===== src/rtl/console_sched.sv =====
// Acquisition sequencer: per-run configure handshake, tick-driven conversion,
// then a send/read handshake pair per enabled channel with timeout tracking.
module console_sched #(
  parameter int unsigned NCH      = 4,
  parameter int unsigned TW       = 12,
  parameter int unsigned TOUT     = 1000,
  parameter int unsigned DW       = 24,
  parameter int unsigned TICK_DIV = 999
) (
  input  logic           clk,
  input  logic           rst,
  input  logic           run,
  input  logic [3:0]     fsamp,
  input  logic [NCH-1:0] chan_en,
  output logic           fs_conf,
  input  logic           fd_conf,
  output logic           fs_conv,
  input  logic           fd_conv,
  output logic [NCH-1:0] fs_send,
  input  logic [NCH-1:0] fd_send,
  output logic [NCH-1:0] fs_read,
  input  logic [NCH-1:0] fd_read,
  output logic           tick,
  output logic           busy,
  output logic [NCH-1:0] ch_err,
  output logic [7:0]     ovr_cnt,
  output logic [15:0]    frame_cnt
);

  localparam int unsigned CW = (NCH > 1) ? $clog2(NCH) : 1;

  localparam logic [2:0] StIdle = 3'd0;
  localparam logic [2:0] StConf = 3'd1;
  localparam logic [2:0] StWait = 3'd2;
  localparam logic [2:0] StConv = 3'd3;
  localparam logic [2:0] StSend = 3'd4;
  localparam logic [2:0] StRead = 3'd5;

  logic [2:0]     state_q, state_d;
  logic [CW-1:0]  ch_q, ch_d;
  logic [2:0]     fsamp_q, fsamp_d;
  logic [NCH-1:0] mask_q, mask_d;
  logic [TW-1:0]  tout_q, tout_d;
  logic [DW-1:0]  tcnt_q, tcnt_d;

  logic           fs_conf_d, fs_conv_d, tick_d;
  logic [NCH-1:0] fs_send_d, fs_read_d, ch_err_d;
  logic [7:0]     ovr_d;
  logic [15:0]    frame_d;

  logic [CW:0]    first_ch, next_ch;
  logic           fd_s, fd_r, tmo, tick_hit, cnt_hold;
  logic [DW-1:0]  period;

  logic unused_fsamp3;
  assign unused_fsamp3 = fsamp[3];

  // {found, index} of the lowest enabled channel at or above start
  function automatic logic [CW:0] find_ch(input logic [NCH-1:0] mask, input logic [CW:0] start);
    logic [CW:0] res;
    res = '0;
    for (int i = NCH - 1; i >= 0; i--) begin
      if (mask[i] && (i >= int'(start))) res = {1'b1, CW'(i)};
    end
    return res;
  endfunction

  assign busy = (state_q != StIdle) && (state_q != StWait);

  always_comb begin
    period   = DW'(TICK_DIV + 1) << fsamp_q;
    tick_hit = (tcnt_q == period - DW'(1));
    cnt_hold = (state_q == StIdle) || (state_q == StConf);
    tcnt_d   = (cnt_hold || tick_hit) ? '0 : tcnt_q + DW'(1);
    tick_d   = !cnt_hold && tick_hit;
  end

  always_comb begin
    state_d  = state_q;
    ch_d     = ch_q;
    fsamp_d  = fsamp_q;
    mask_d   = mask_q;
    ch_err_d = ch_err;
    ovr_d    = ovr_cnt;
    frame_d  = frame_cnt;
    first_ch = find_ch(mask_q, '0);
    next_ch  = find_ch(mask_q, {1'b0, ch_q} + {{CW{1'b0}}, 1'b1});
    fd_s     = fd_send[ch_q];
    fd_r     = fd_read[ch_q];
    tmo      = (tout_q == TW'(TOUT - 1));

    // A tick that lands mid-frame is dropped and only counted
    if (tick && ((state_q == StConv) || (state_q == StSend) || (state_q == StRead)) &&
        (ovr_cnt != 8'hFF)) begin
      ovr_d = ovr_cnt + 8'd1;
    end

    case (state_q)
      StIdle: begin
        if (run) begin
          state_d  = StConf;
          fsamp_d  = fsamp[2:0];
          mask_d   = chan_en;
          ch_err_d = '0;
          ovr_d    = '0;
          frame_d  = '0;
        end
      end
      StConf: if (fd_conf) state_d = StWait;
      StWait: begin
        if (!run)      state_d = StIdle;
        else if (tick) state_d = StConv;
      end
      StConv: begin
        if (fd_conv) begin
          if (first_ch[CW]) begin
            state_d = StSend;
            ch_d    = first_ch[CW-1:0];
          end else begin
            state_d = StWait;
            frame_d = frame_cnt + 16'd1;
          end
        end
      end
      StSend: begin
        if (fd_s || tmo) begin
          if (!fd_s) ch_err_d[ch_q] = 1'b1;
          state_d = StRead;
        end
      end
      StRead: begin
        if (fd_r || tmo) begin
          if (!fd_r) ch_err_d[ch_q] = 1'b1;
          if (next_ch[CW]) begin
            state_d = StSend;
            ch_d    = next_ch[CW-1:0];
          end else begin
            state_d = StWait;
            frame_d = frame_cnt + 16'd1;
          end
        end
      end
      default: state_d = StIdle;
    endcase

    // Every handshake completion changes state, so this clears on SEND/READ entry
    tout_d    = (state_d != state_q) ? '0 : tout_q + TW'(1);
    fs_conf_d = (state_d == StConf);
    fs_conv_d = (state_d == StConv);
    fs_send_d = (state_d == StSend) ? (NCH'(1) << ch_d) : '0;
    fs_read_d = (state_d == StRead) ? (NCH'(1) << ch_d) : '0;
  end

  always_ff @(posedge clk or posedge rst) begin
    if (rst) begin
      state_q   <= StIdle;
      ch_q      <= '0;
      fsamp_q   <= '0;
      mask_q    <= '0;
      tout_q    <= '0;
      tcnt_q    <= '0;
      fs_conf   <= 1'b0;
      fs_conv   <= 1'b0;
      fs_send   <= '0;
      fs_read   <= '0;
      tick      <= 1'b0;
      ch_err    <= '0;
      ovr_cnt   <= '0;
      frame_cnt <= '0;
    end else begin
      state_q   <= state_d;
      ch_q      <= ch_d;
      fsamp_q   <= fsamp_d;
      mask_q    <= mask_d;
      tout_q    <= tout_d;
      tcnt_q    <= tcnt_d;
      fs_conf   <= fs_conf_d;
      fs_conv   <= fs_conv_d;
      fs_send   <= fs_send_d;
      fs_read   <= fs_read_d;
      tick      <= tick_d;
      ch_err    <= ch_err_d;
      ovr_cnt   <= ovr_d;
      frame_cnt <= frame_d;
    end
  end

endmodule

===== config.mk =====
export PLATFORM = sky130hd
export DESIGN_NAME = console_sched
export DESIGN_NICKNAME = d
export VERILOG_FILES = /design/src/rtl/console_sched.sv
export SDC_FILE = /design/constraint.sdc
export NUM_CORES = 1
export LEC_CHECK = 0
export ABC_AREA = 1
export CORE_MARGIN = 2
export CORE_UTILIZATION = 45
export DETAILED_ROUTE_END_ITERATION = 8
export GPL_TIMING_DRIVEN = 0
export PLACE_DENSITY = 0.69
export SKIP_CTS_REPAIR_TIMING = 1
export SLEW_MARGIN = 5
export SYNTH_ARGS = -nofsm -noshare
export SYNTH_HDL_FRONTEND = slang
export SYNTH_SLANG_ARGS = --single-unit

===== constraint.sdc =====
create_clock -name clk -period 2.8 [get_ports clk]
set_input_delay 0.7 -clock clk [delete_from_list [all_inputs] [get_ports clk]]
set_output_delay 0.7 -clock clk [all_outputs]
set_load 0.05 [all_outputs]

* Word level (Yosys, flattened, before mapping)
Index checks and enable logic that the tools add are counted.
** Word-level totals
- Bits in registers :: 87
- Output and inout port bits :: 40
- Word-level logic and storage cells :: 122
** Cells by class
- Add/sub/neg operators :: 6
- Magnitude comparators :: 6
- Equality and inequality tests :: 22
- Shift operators :: 2
- Mux-type cells :: 48
- Bitwise logic cells :: 1
- Reductions and logical operators :: 23
** Operators by type and width (count)
- $mux 16 :: 5
- $mux 3 :: 17
- $pmux 16 s3 :: 1
- $mux 4 :: 7
- $add 24x1->24 const B :: 1
- $eq 24x24->1 :: 1
- $mux 24 :: 1
- $mux 8 :: 3
- $shl 10x3->24 const A :: 1
- $sub 24x1->24 const B :: 1
- $pmux 3 s6 :: 1
- $add 16x1->16 const B :: 1
- $add 12x1->12 const B :: 1
- $eq 12x10->1 const B :: 1
- $eq 3x3->1 const B :: 4
- $mux 12 :: 1
- $ne 2x2->1 const B :: 6
- $pmux 4 s3 :: 1
- $reduce_and 6->1 :: 2
- $eq 3x2->1 const B :: 3
- $logic_and 1x1->1 :: 9
- $reduce_bool 3->1 :: 3
- $add 8x1->8 const B :: 1
- $mux 2 :: 4
- other kinds (20) :: 32

* Longest topological paths before layout
Gate-level depths: netlist of the first run.
- Word-level depth :: 12
- Depth in mapped cells :: 12

* Worst setup path before layout of the first run
Ideal clock, no wire load.
- Kind :: register -> register
- From :: reg ovr_cnt[1]
- To :: reg ovr_cnt[3]
- Library setup time :: 0.114 ns
- Arrival time :: 1.818 ns
- Data required time :: 2.686 ns
- Path slack :: 0.868 ns
- Stages on the path, launching flop included :: 13
- Path buffers :: 0
- Clock period less this slack :: 1.932 ns
- Path through :: dfrtp_1 ha_1 inv_1 nor2_1 nand3_1 nor2_1 nand2_1 nand3b_4 clkinv_2 nand2_1 nand2_1 inv_1 nor2_1
** Between the ends
- Word-level cells in the longest chain between the ends :: 5
** Ends and longest elaborated chain
- start: declaration :: line 26 : output logic [7:0] ovr_cnt,
- start signal: assignment :: line 183 : ovr_cnt <= ovr_d;
- parallel branches: the longest is 2 deep, another holds $add 8x1->8
- $mux 8 (*) :: line 93 : if (tick && ((state_q == StConv) || (state_q == StSend) || (state_q == StRead)) &&
- $mux 8 :: line 100 : if (run) begin
- $mux 8 (*) :: line 98 : case (state_q)
- net ovr_d[3] :: line 48 : logic [7:0] ovr_d;
Mark *: on every way through the listed nets, which the timed path passes.
A chain may end at the register's enable or synchronous reset.

* Worst setup path after layout of the first run
- From :: reg state_q[0]
- To :: out busy
** Between the ends
- Word-level cells in the longest chain between the ends :: 2
** Ends and longest elaborated chain
- start: declaration :: line 39 : logic [2:0] state_q, state_d;
- start signal: assignment :: line 156 : state_q <= StIdle;
- start signal: assignment :: line 171 : state_q <= state_d;
- $ne 3x2->1 or $reduce_bool 3->1 (tied branches) :: line 68 : assign busy = (state_q != StIdle) && (state_q != StWait);
- $logic_and 1x1->1 (*) :: line 68
- end: declaration :: line 24 : output logic busy,
Mark *: on every way between the ends. The rest lies on a longest branch, timed or not.

==> results of run 1 <==
[cell usage in the layout (no fill, tap or decap), types with 6 or more instances in the layout]
| cell | count |
|---|---|
| clkbuf_16 | 9 |
| o21ai_2 | 6 |
| nor2_1 | 103 |
| xor2_1 | 35 |
| o21ai_0 | 22 |
| buf_4 | 6 |
| nor2_2 | 16 |
| clkdlybuf4s50_1 | 58 |
| xnor2_1 | 13 |
| o21ai_1 | 10 |
| inv_1 | 71 |
| nand4_1 | 18 |
| nor3_1 | 20 |
| dfrtp_1 | 87 |
| a21oi_1 | 10 |
| nand2_1 | 183 |
| nand3_1 | 46 |
| inv_2 | 6 |
[flip-flops by register name (all words and copies together), names as in the netlist, 4 cells and up]
| signal | flops |
|---|---|
| mask_q | 4 |
| fs_read | 4 |
| tout_q | 12 |
| fs_send | 4 |
| tcnt_q | 24 |
| ch_err | 4 |
| ovr_cnt | 8 |
| frame_cnt | 16 |
[per-layer routing]
metal	vias up	track usage, %	wire length, µm	share of wire [%]
met5	-	0	0	0
met4	0	8.04	206	1.7
met3	17	2.88	411	3.5
met2	118	34.0	5580	47
met1	2100	28.2	5570	47
li1	2309	-	-	-
[stage by stage]
step,setup TNS (ns),cells,cell area (µm²)
finish,0,902,6270
global route,0,902,6270
CTS,-0.195,902,6260
detailed placement,0,886,5900
global placement,0,884,5860
floorplan,0,685,5100
[power groups by stage]
stage | registers (mW) | clock network, mW | logic [mW]
2_1_floorplan | 1.73 | 0 | 1.37
3_3_place_gp | 1.58 | 0 | 2.02
3_5_place_dp | 1.58 | 0 | 2.04
4_1_cts | 1.56 | 1.48 | 2.07
5_1_grt | 1.59 | 1.53 | 2.31
6_report | 1.56 | 1.45 | 2.06
[layout make-up]
cell class,instances,area (µm²)
Buffer,10,76.3
Clock buffer,10,229
Clock inverter,6,133
Fill cell,1026,4670
Inverter,80,308
Multi-Input combinational cell,508,2540
Sequential cell,87,2180
Tap cell,140,175
Timing Repair Buffer,61,633
[kinds of logic after synthesis]
kind of cell | after synthesis | synth area share (%)
AND/OR/NAND/NOR | 401 | 34.3
buffers and inverters | 90 | 7.47
flip-flops | 87 | 42.7
AO/OA/AOI/OAI | 55 | 6.22
XOR/XNOR | 48 | 8.25
adder cells (fa/ha/maj) | 4 | 0.983
[worst register-to-register path, cell delays in order, from the launching register on]
cell     delay [ns]
dfrtp_1        0.40
ha_1           0.23
nand2_1        0.14
nor2_1         0.07
nand3_1        0.23
nand2_1        0.12
nand2_1        0.14
nand3_2        0.09
nand2_1        0.08
nand3_2        0.11
buf_6          0.18
nor2_2         0.09
[synth_stat cells (4+ instances only)]
master | number | area (µm²)
o21ai_1 | 10 | 50.1
nand3b_1 | 4 | 30.0
nand3_1 | 46 | 230
xnor2_1 | 13 | 114
nand2_1 | 183 | 687
nand3_2 | 4 | 40.0
ha_1 | 4 | 50.1
a21oi_1 | 10 | 50.1
xor2_1 | 35 | 307
o21ai_0 | 22 | 110
inv_1 | 72 | 270
inv_2 | 6 | 22.5
nor2_1 | 103 | 387
o21ai_2 | 6 | 52.6
buf_4 | 6 | 45.0
nand4_1 | 18 | 113
nor3_1 | 20 | 100
nor2_2 | 16 | 100
dfrtp_1 | 87 | 2180
[path summary, 6_finish.rpt]
check                                           from              endpoint  cells past startpoint
worst max-delay path            state_q[0]$_DFF_PP0_                  busy                      8
worst min-delay path             tout_q[0]$_DFF_PP0_   tout_q[0]$_DFF_PP0_                      1
worst max register to register   tout_q[0]$_DFF_PP0_   tout_q[9]$_DFF_PP0_                     11
worst min register to register   tout_q[0]$_DFF_PP0_   tout_q[0]$_DFF_PP0_                      1
min in group asynchronous                        rst  tcnt_q[23]$_DFF_PP0_                      2
max in group asynchronous                        rst  ovr_cnt[6]$_DFF_PP0_                      4
==> flow_summary_export.csv, run 1 <==
group,metric,value,unit
grt,grt_max_degree,40,
synth,ys_ff_latch,87,
synth,ys_seq_area_share,42.7,%
timing,finalSetupViolCount,0,
place,gp_congestion,0.902,
floorplan,ios,61,
timing,slew_headroom,66.1,%
finish,final_nets,782,
grt,overflow,0,
place,dp_slack,0.179,ns
cts,cts_root_buf,"clkbuf_16",
routing,wl,11800,µm
pwr,power.density,811,mW/mm²
worst_setup_path,slowest_delay,0.36,ns
cts,cts_htree_levels,3,
routing,antenna_left,0,
pwr,power_switching,2.05,mW
synth,avgSynthCellArea,7.44,µm²
grt,antenna_found_initial,0,
worst_setup_path,crit_path_frequent_cell,"inv_1",
timing,slew_violations,0,
synth,synth_ff_type,"dfrtp_1",
grt,grt_pass1_vias,4364,
timing,finClkSkew,0.00422,ns
routing,drc,0,
pwr,p_leak,2.85,nW
worst_setup_path,cp.arrival,1.90,ns
timing,fin_crit_sh,92.8,%
cts,cts_tree,"done",
finish,utilization,57.3,%
timing,holdWs,0.468,ns
place,port_buffers,59,
worst_setup_path,cp_slowest_cell,"dfrtp_1",
pwr,clkPwrFrac,28.6,%
routing,vias,4544,
routing,dr.pass1.iters,5,
worst_setup_path,cp-end-kind,"primary output",
worst_setup_path,ff2ff_setup_slack,0.86,ns
floorplan,core_area,0.0109,mm²
worst_setup_path,worstPathCellList,"buf_4 > nor2_1 > inv_1 > nor2_2 > inv_1 > o21ai_0 > inv_1 > dlymetal6s2s_1",
synth,synth_cells,685,
worst_setup_path,startpoint_type,"flip-flop",
synth,syn-num-nets,710,
worst_setup_path,crit_buf_inv,5,
worst_setup_path,worstSetupPathType,"flip-flop to primary output",
cts,clock_sinks,87,
pwr,p_int,3.03,mW
pwr,peakVddDrop,0.000537,V
timing,fmax,385,MHz
routing,vias_per_cell,5.04,
place,place_hpwl,8700,µm
run,max-cap-violations,0,
synth,syn_area,0.00509,mm²
cts,clkLatencyLatePin,0.34,ns
cts,clk_pin_slew,0.06,ns
timing,layout_setup_ws,0.203,ns
synth,synthDistinctLibCells,35,
synth,postSynth.asyncResetShare,100,%
grt,grt_pass1_wl,19900,µm
pwr,switching_share,40.3,%
pwr,p_total,5.08,mW
timing,timing.final.hold_violations,0,
floorplan,dieArea,0.0122,mm²
timing,fin_crit,2.60,ns
floorplan,die_y,110,µm
floorplan,rows,38,
floorplan,die_x,110,µm
synth,synth_edf_count,0,
pwr,comb_power_share,40.6,%
worst_setup_path,critPathRequiredTime,2.10,ns
pwr,seqPwrFrac,30.8,%
routing,first_iter_violations,291,
outcome,status,"finished, final reports clean",
finish,drive_gt1_share,8.92,%
worst_setup_path,crit_fanout,8,
grt,grt_usage,20.9,%
cts,cts_buffers,9,
finish,area_delta_synth_final,23.0,%
timing,tightest_slew,0.504,ns
worst_setup_path,crit_family,"buffers and inverters",
routing,avgRoutedWirePerCell,13.1,µm
timing,rsz0062_at_grt,"no",
finish,antennaDiodeCount,0,
min_path,min_path_type,"flip-flop to flip-flop",
cts,cts_buffer_depth,2,
floorplan,initial_core_util,46.6,%
synth,ys_warn_count,0,
Power figures use the tool's default switching activity.
==> run 2: changes to the inputs <==
Settings changed: PLACE_DENSITY 0.69 to 0.76.
==> flow_summary_export.csv, run 2 (same netlist as run 1, synthesis figures left out) <==
group,metric,value,unit
outcome,status,"finished, final reports clean",
timing,finClkSkew,0.00572,ns
pwr,p_int,2.75,mW
finish,n_fill_cell,1037,
routing,dr.pass1.iters,5,
routing,vias,4619,
finish,antennaDiodeCount,0,
routing,antenna_left,0,
min_path,min_path_type,"flip-flop to flip-flop",
pwr,peakVddDrop,0.000444,V
floorplan,rows,38,
pwr,switching_share,42.8,%
cts,clkLatencyLatePin,0.34,ns
worst_setup_path,ff2ff_setup_slack,0.82,ns
routing,first_iter_violations,300,
floorplan,die_x,110,µm
place,dp_slack,0.167,ns
floorplan,ios,61,
worst_setup_path,crit_fanout,8,
finish,drive_gt1_share,8.80,%
place,gp_congestion,0.920,
timing,timing.final.hold_violations,0,
worst_setup_path,worstSetupPathType,"flip-flop to primary output",
worst_setup_path,r2r_end,"tcnt_q[16]$_DFF_PP0_",
worst_setup_path,cp-end-kind,"primary output",
pwr,power_switching,2.06,mW
grt,overflow,0,
cts,clk_pin_slew,0.06,ns
finish,stdcell_area,0.00618,mm²
timing,fmax,383,MHz
floorplan,core_area,0.0109,mm²
routing,vias_per_cell,5.13,
worst_setup_path,worstPathCellList,"buf_4 > nor2_1 > inv_1 > nor2_2 > inv_1 > o21ai_0 > inv_1 > dlymetal6s2s_1",
routing,wl,12000,µm
timing,fin_crit,2.61,ns
pwr,power.density,778,mW/mm²
timing,slew_violations,0,
worst_setup_path,startpoint_type,"flip-flop",
timing,slew_headroom,65.2,%
place,place_hpwl,8800,µm
worst_setup_path,slowest_delay,0.36,ns
floorplan,die_y,110,µm
pwr,seqPwrFrac,32.7,%
routing,drc,0,
grt,grt_usage,21.6,%
finish,largest_reg_flops,24,
floorplan,dieArea,0.0122,mm²
cts,cts_tree,"done",
cts,cts_buffers,9,
worst_setup_path,reg2reg_depth,11,
grt,grt_max_degree,42,
min_path,hp-start,"tout_q[0]$_DFF_PP0_",
finish,utilization,56.6,%
pwr,comb_power_share,43.1,%
worst_setup_path,crit_path_frequent_cell,"inv_1",
place,placed_area,0.00590,mm²
min_path,whs_endpoint,"tout_q[0]$_DFF_PP0_",
routing,avgRoutedWirePerCell,13.3,µm
worst_setup_path,r2r-start,"tcnt_q[0]$_DFF_PP0_",
timing,fin_crit_sh,93.4,%
place,port_buffers,59,
pwr,p_leak,2.82,nW
timing,tightest_slew,0.520,ns
worst_setup_path,cp_slowest_cell,"dfrtp_1",
worst_setup_path,cp.arrival,1.91,ns
cts,cts_htree_levels,3,
finish,final_nets,782,
cts,cts_buffer_depth,2,
grt,antenna_found_initial,0,
cts,cts_root_buf,"clkbuf_16",
finish,regMostFlops,"tcnt_q",
timing,rsz0062_at_grt,"no",
finish,area_delta_synth_final,21.4,%
pwr,p_total,4.81,mW
worst_setup_path,critPathRequiredTime,2.10,ns
cts,clock_sinks,87,
min_path,min_path_cells,1,
grt,grt_pass1_wl,20500,µm
timing,finalSetupViolCount,0,
grt,grt_pass1_vias,4430,
floorplan,initial_core_util,46.6,%
pwr,clkPwrFrac,24.2,%
finish,reg_top3,"tcnt_q: 24 flops, frame_cnt: 16 flops, tout_q: 12 flops",
finish,layout_common_cells,"nand2_1 (183), nor2_1 (103), dfrtp_1 (87), inv_1 (71), clkdlybuf4s50_1 (58)",
run,max-cap-violations,0,
finish,layout_commonest_cell,"nand2_1",
timing,layout_setup_ws,0.186,ns
run 2: changes by cell type in the layout (fill, tap and decap cells not counted):
cell	before	now
bufinv_16	4	1
clkinv_2	2	5
clkinvlp_4	2	1
run 2: final cells by class:
cell class / count / area [µm²] / share of cell area, %
Sequential cell: 87 / 2180 / 35.2
Clock buffer: 10 / 229 / 3.70
Inverter: 80 / 308 / 4.98
Tap cell: 140 / 175 / 2.83
Clock inverter: 5 / 50.0 / 0.809
Timing Repair Buffer: 61 / 633 / 10.2
Multi-Input combinational cell: 508 / 2540 / 41.0
Buffer: 10 / 76.3 / 1.23
run 2: critical path: cells and delay by family (launching register included):
| kind | cells | cell delay (ns) |
|---|---|---|
| compound gates | 1 | 0.09 |
| buf+inv | 5 | 0.72 |
| flops | 1 | 0.36 |
| simple gates | 2 | 0.42 |
run 2: how the worst max path moves through the flow:
stage,from,end,slack [ns],cells past startpoint
floorplan,ovr_cnt[1]$_DFF_PP0_,ovr_cnt[3]$_DFF_PP0_,0.87,12
global placement,rst,state_q[2]$_DFF_PP0_,0.16,2
detailed placement,state_q[0]$_DFF_PP0_,busy,0.17,8
CTS,state_q[0]$_DFF_PP0_,busy,-0.21,8
global route,state_q[0]$_DFF_PP0_,busy,0.04,8
finish,state_q[0]$_DFF_PP0_,busy,0.19,8
run 2: per-layer routing:
metal,part of all wire (%),up-vias,global-route usage (%)
met5,0,-,0
met4,1.8,0,7.59
met3,4.4,16,2.76
met2,48,121,35.5
met1,46,2165,29.5
li1,-,2317,-
run 2: metrics by stage:
step | hold WS (ns) | cells | setup TNS (ns)
2_1_floorplan | 0.422 | 685 | 0
3_3_place_gp | 0.445 | 884 | 0
3_5_place_dp | 0.460 | 886 | 0
4_1_cts | 0.498 | 901 | -0.206
5_1_grt | 0.508 | 901 | 0
6_report | 0.494 | 901 | 0
run 2: power groups by stage:
stage                     sequential (mW)  clock [mW]  combinational, mW
final                                1.57        1.16               2.08
after floorplan                      1.73           0               1.37
after detailed placement             1.59           0               2.07
after CTS                            1.57        1.18               2.08
after global routing                 1.60        1.24               2.33
after global placement               1.58           0               2.01
==> run 3: changes to the inputs <==
Settings changed: CELL_PAD_IN_SITES_DETAIL_PLACEMENT set to 1, CELL_PAD_IN_SITES_GLOBAL_PLACEMENT set to 1, CORE_UTILIZATION 45 to 37, PLACE_DENSITY 0.76 to 0.83, SETUP_SLACK_MARGIN set to 0.5, SLEW_MARGIN 5 to 20.
==> flow_summary_export.csv, run 3 (same netlist as run 1, synthesis figures left out) <==
group,metric,value,unit
outcome,status,"finished, final reports clean",
grt,antenna_found_initial,0,
floorplan,ios,61,
pwr,p_total,4.85,mW
cts,cts_htree_levels,3,
place,dp_slack,0.116,ns
worst_setup_path,cp-end-kind,"primary output",
timing,finalSetupViolCount,0,
worst_setup_path,slowest_delay,0.36,ns
finish,largest_reg_flops,24,
cts,clkLatencyLatePin,0.35,ns
routing,dr.pass1.iters,4,
timing,finClkSkew,0.00792,ns
floorplan,die_y,121,µm
timing,slew_violations,0,
routing,vias_per_cell,5.07,
finish,regMostFlops,"tcnt_q",
pwr,p_leak,3.23,nW
cts,cts_root_buf,"clkbuf_16",
cts,cts_buffers,9,
routing,antenna_left,0,
routing,first_iter_violations,219,
timing,tightest_slew,0.525,ns
place,place_inst,923,
worst_setup_path,crit_fanout,8,
min_path,min_path_cells,1,
finish,layout_common_cells,"nand2_1 (183), nor2_1 (102), dfrtp_1 (87), inv_1 (70), nand3_1 (46)",
grt,overflow,0,
timing,fmax,432,MHz
cts,cts_tree,"done",
timing,fin_crit,2.32,ns
timing,slew_headroom,65.0,%
worst_setup_path,r2r-start,"tout_q[0]$_DFF_PP0_",
worst_setup_path,ff2ff_setup_slack,0.76,ns
finish,n_fill_cell,1699,
worst_setup_path,crit_family,"buffers and inverters",
place,placed_area,0.00598,mm²
finish,antennaDiodeCount,0,
timing,timing.final.hold_violations,0,
routing,wl,14400,µm
cts,cts_buffer_depth,2,
floorplan,rows,42,
grt,grt_pass1_vias,5177,
grt,grt_max_degree,27,
routing,avgRoutedWirePerCell,15.4,µm
min_path,min_path_type,"flip-flop to flip-flop",
floorplan,core_area,0.0133,mm²
worst_setup_path,worstSetupPathType,"flip-flop to primary output",
place,port_buffers,59,
floorplan,die_x,121,µm
grt,grt_usage,21.0,%
worst_setup_path,critPathRequiredTime,2.10,ns
min_path,hp-start,"tout_q[0]$_DFF_PP0_",
run,max-cap-violations,0,
finish,stdcell_area,0.00630,mm²
cts,clock_sinks,87,
finish,final_nets,785,
place,place_hpwl,11200,µm
worst_setup_path,cp_slowest_cell,"dfrtp_1",
worst_setup_path,crit_buf_inv,5,
worst_setup_path,cp.arrival,1.62,ns
finish,layout_commonest_cell,"nand2_1",
grt,grt_pass1_wl,24500,µm
pwr,power.density,770,mW/mm²
finish,fin_cells,938,
timing,layout_setup_ws,0.483,ns
timing,holdWs,0.471,ns
worst_setup_path,r2r_end,"ch_err[3]$_DFFE_PP0P_",
floorplan,initial_core_util,38.2,%
finish,utilization,47.2,%
finish,drive_gt1_share,9.32,%
floorplan,dieArea,0.0147,mm²
min_path,whs_endpoint,"tout_q[0]$_DFF_PP0_",
routing,vias,4755,
timing,fin_crit_sh,82.8,%
timing,fin_setup_tns,0,ns
routing,drc,0,
finish,area_delta_synth_final,23.8,%
finish,reg_top3,"tcnt_q: 24 flops, frame_cnt: 16 flops, tout_q: 12 flops",
worst_setup_path,worstPathCellList,"buf_4 > nor2_2 > inv_2 > nor2_4 > inv_1 > o21ai_0 > inv_1 > buf_4",
worst_setup_path,startpoint_type,"flip-flop",
worst_setup_path,reg2reg_depth,10,
place,gp_congestion,0.864,
timing,rsz0062_at_grt,"yes",
cts,clk_pin_slew,0.06,ns
pwr,peakVddDrop,0.000272,V
-- run 3: layer usage --
metal / GRT usage (%) / wire, µm / vias up
li1: - / - / 2310
met1: 25.8 / 6390 / 2335
met2: 36.8 / 7300 / 85
met3: 2.35 / 393 / 25
met4: 9.77 / 357 / 0
met5: 0 / 0 / -
-- run 3: area by class of cell --
class	count	area (µm²)	area share [%]
multi-input combinational	508	2540	40.4
sequential	87	2180	34.5
buffer	10	76.3	1.21
clock inverter	2	10.0	0.159
inverter	80	308	4.88
clock buffer	11	243	3.85
timing repair buffer	64	726	11.5
tap	176	220	3.49
-- run 3: how the worst max path moves through the flow --
stage | start | depth (start not counted) | endpoint
3_3_place_gp | rst | 2 | ovr_cnt[2]$_DFF_PP0_
3_5_place_dp | state_q[0]$_DFF_PP0_ | 8 | busy
5_1_grt | state_q[0]$_DFF_PP0_ | 8 | busy
2_1_floorplan | ovr_cnt[1]$_DFF_PP0_ | 12 | ovr_cnt[3]$_DFF_PP0_
4_1_cts | state_q[0]$_DFF_PP0_ | 8 | busy
6_report | state_q[0]$_DFF_PP0_ | 8 | busy
-- run 3: power breakdown --
group | internal [mW] | leakage, nW | switching, mW | total [mW]
combinational | 0.685 | 1.92 | 1.51 | 2.19
sequential | 1.42 | 1.19 | 0.152 | 1.57
clock | 0.608 | 0.127 | 0.483 | 1.09
total | 2.71 | 3.23 | 2.14 | 4.85
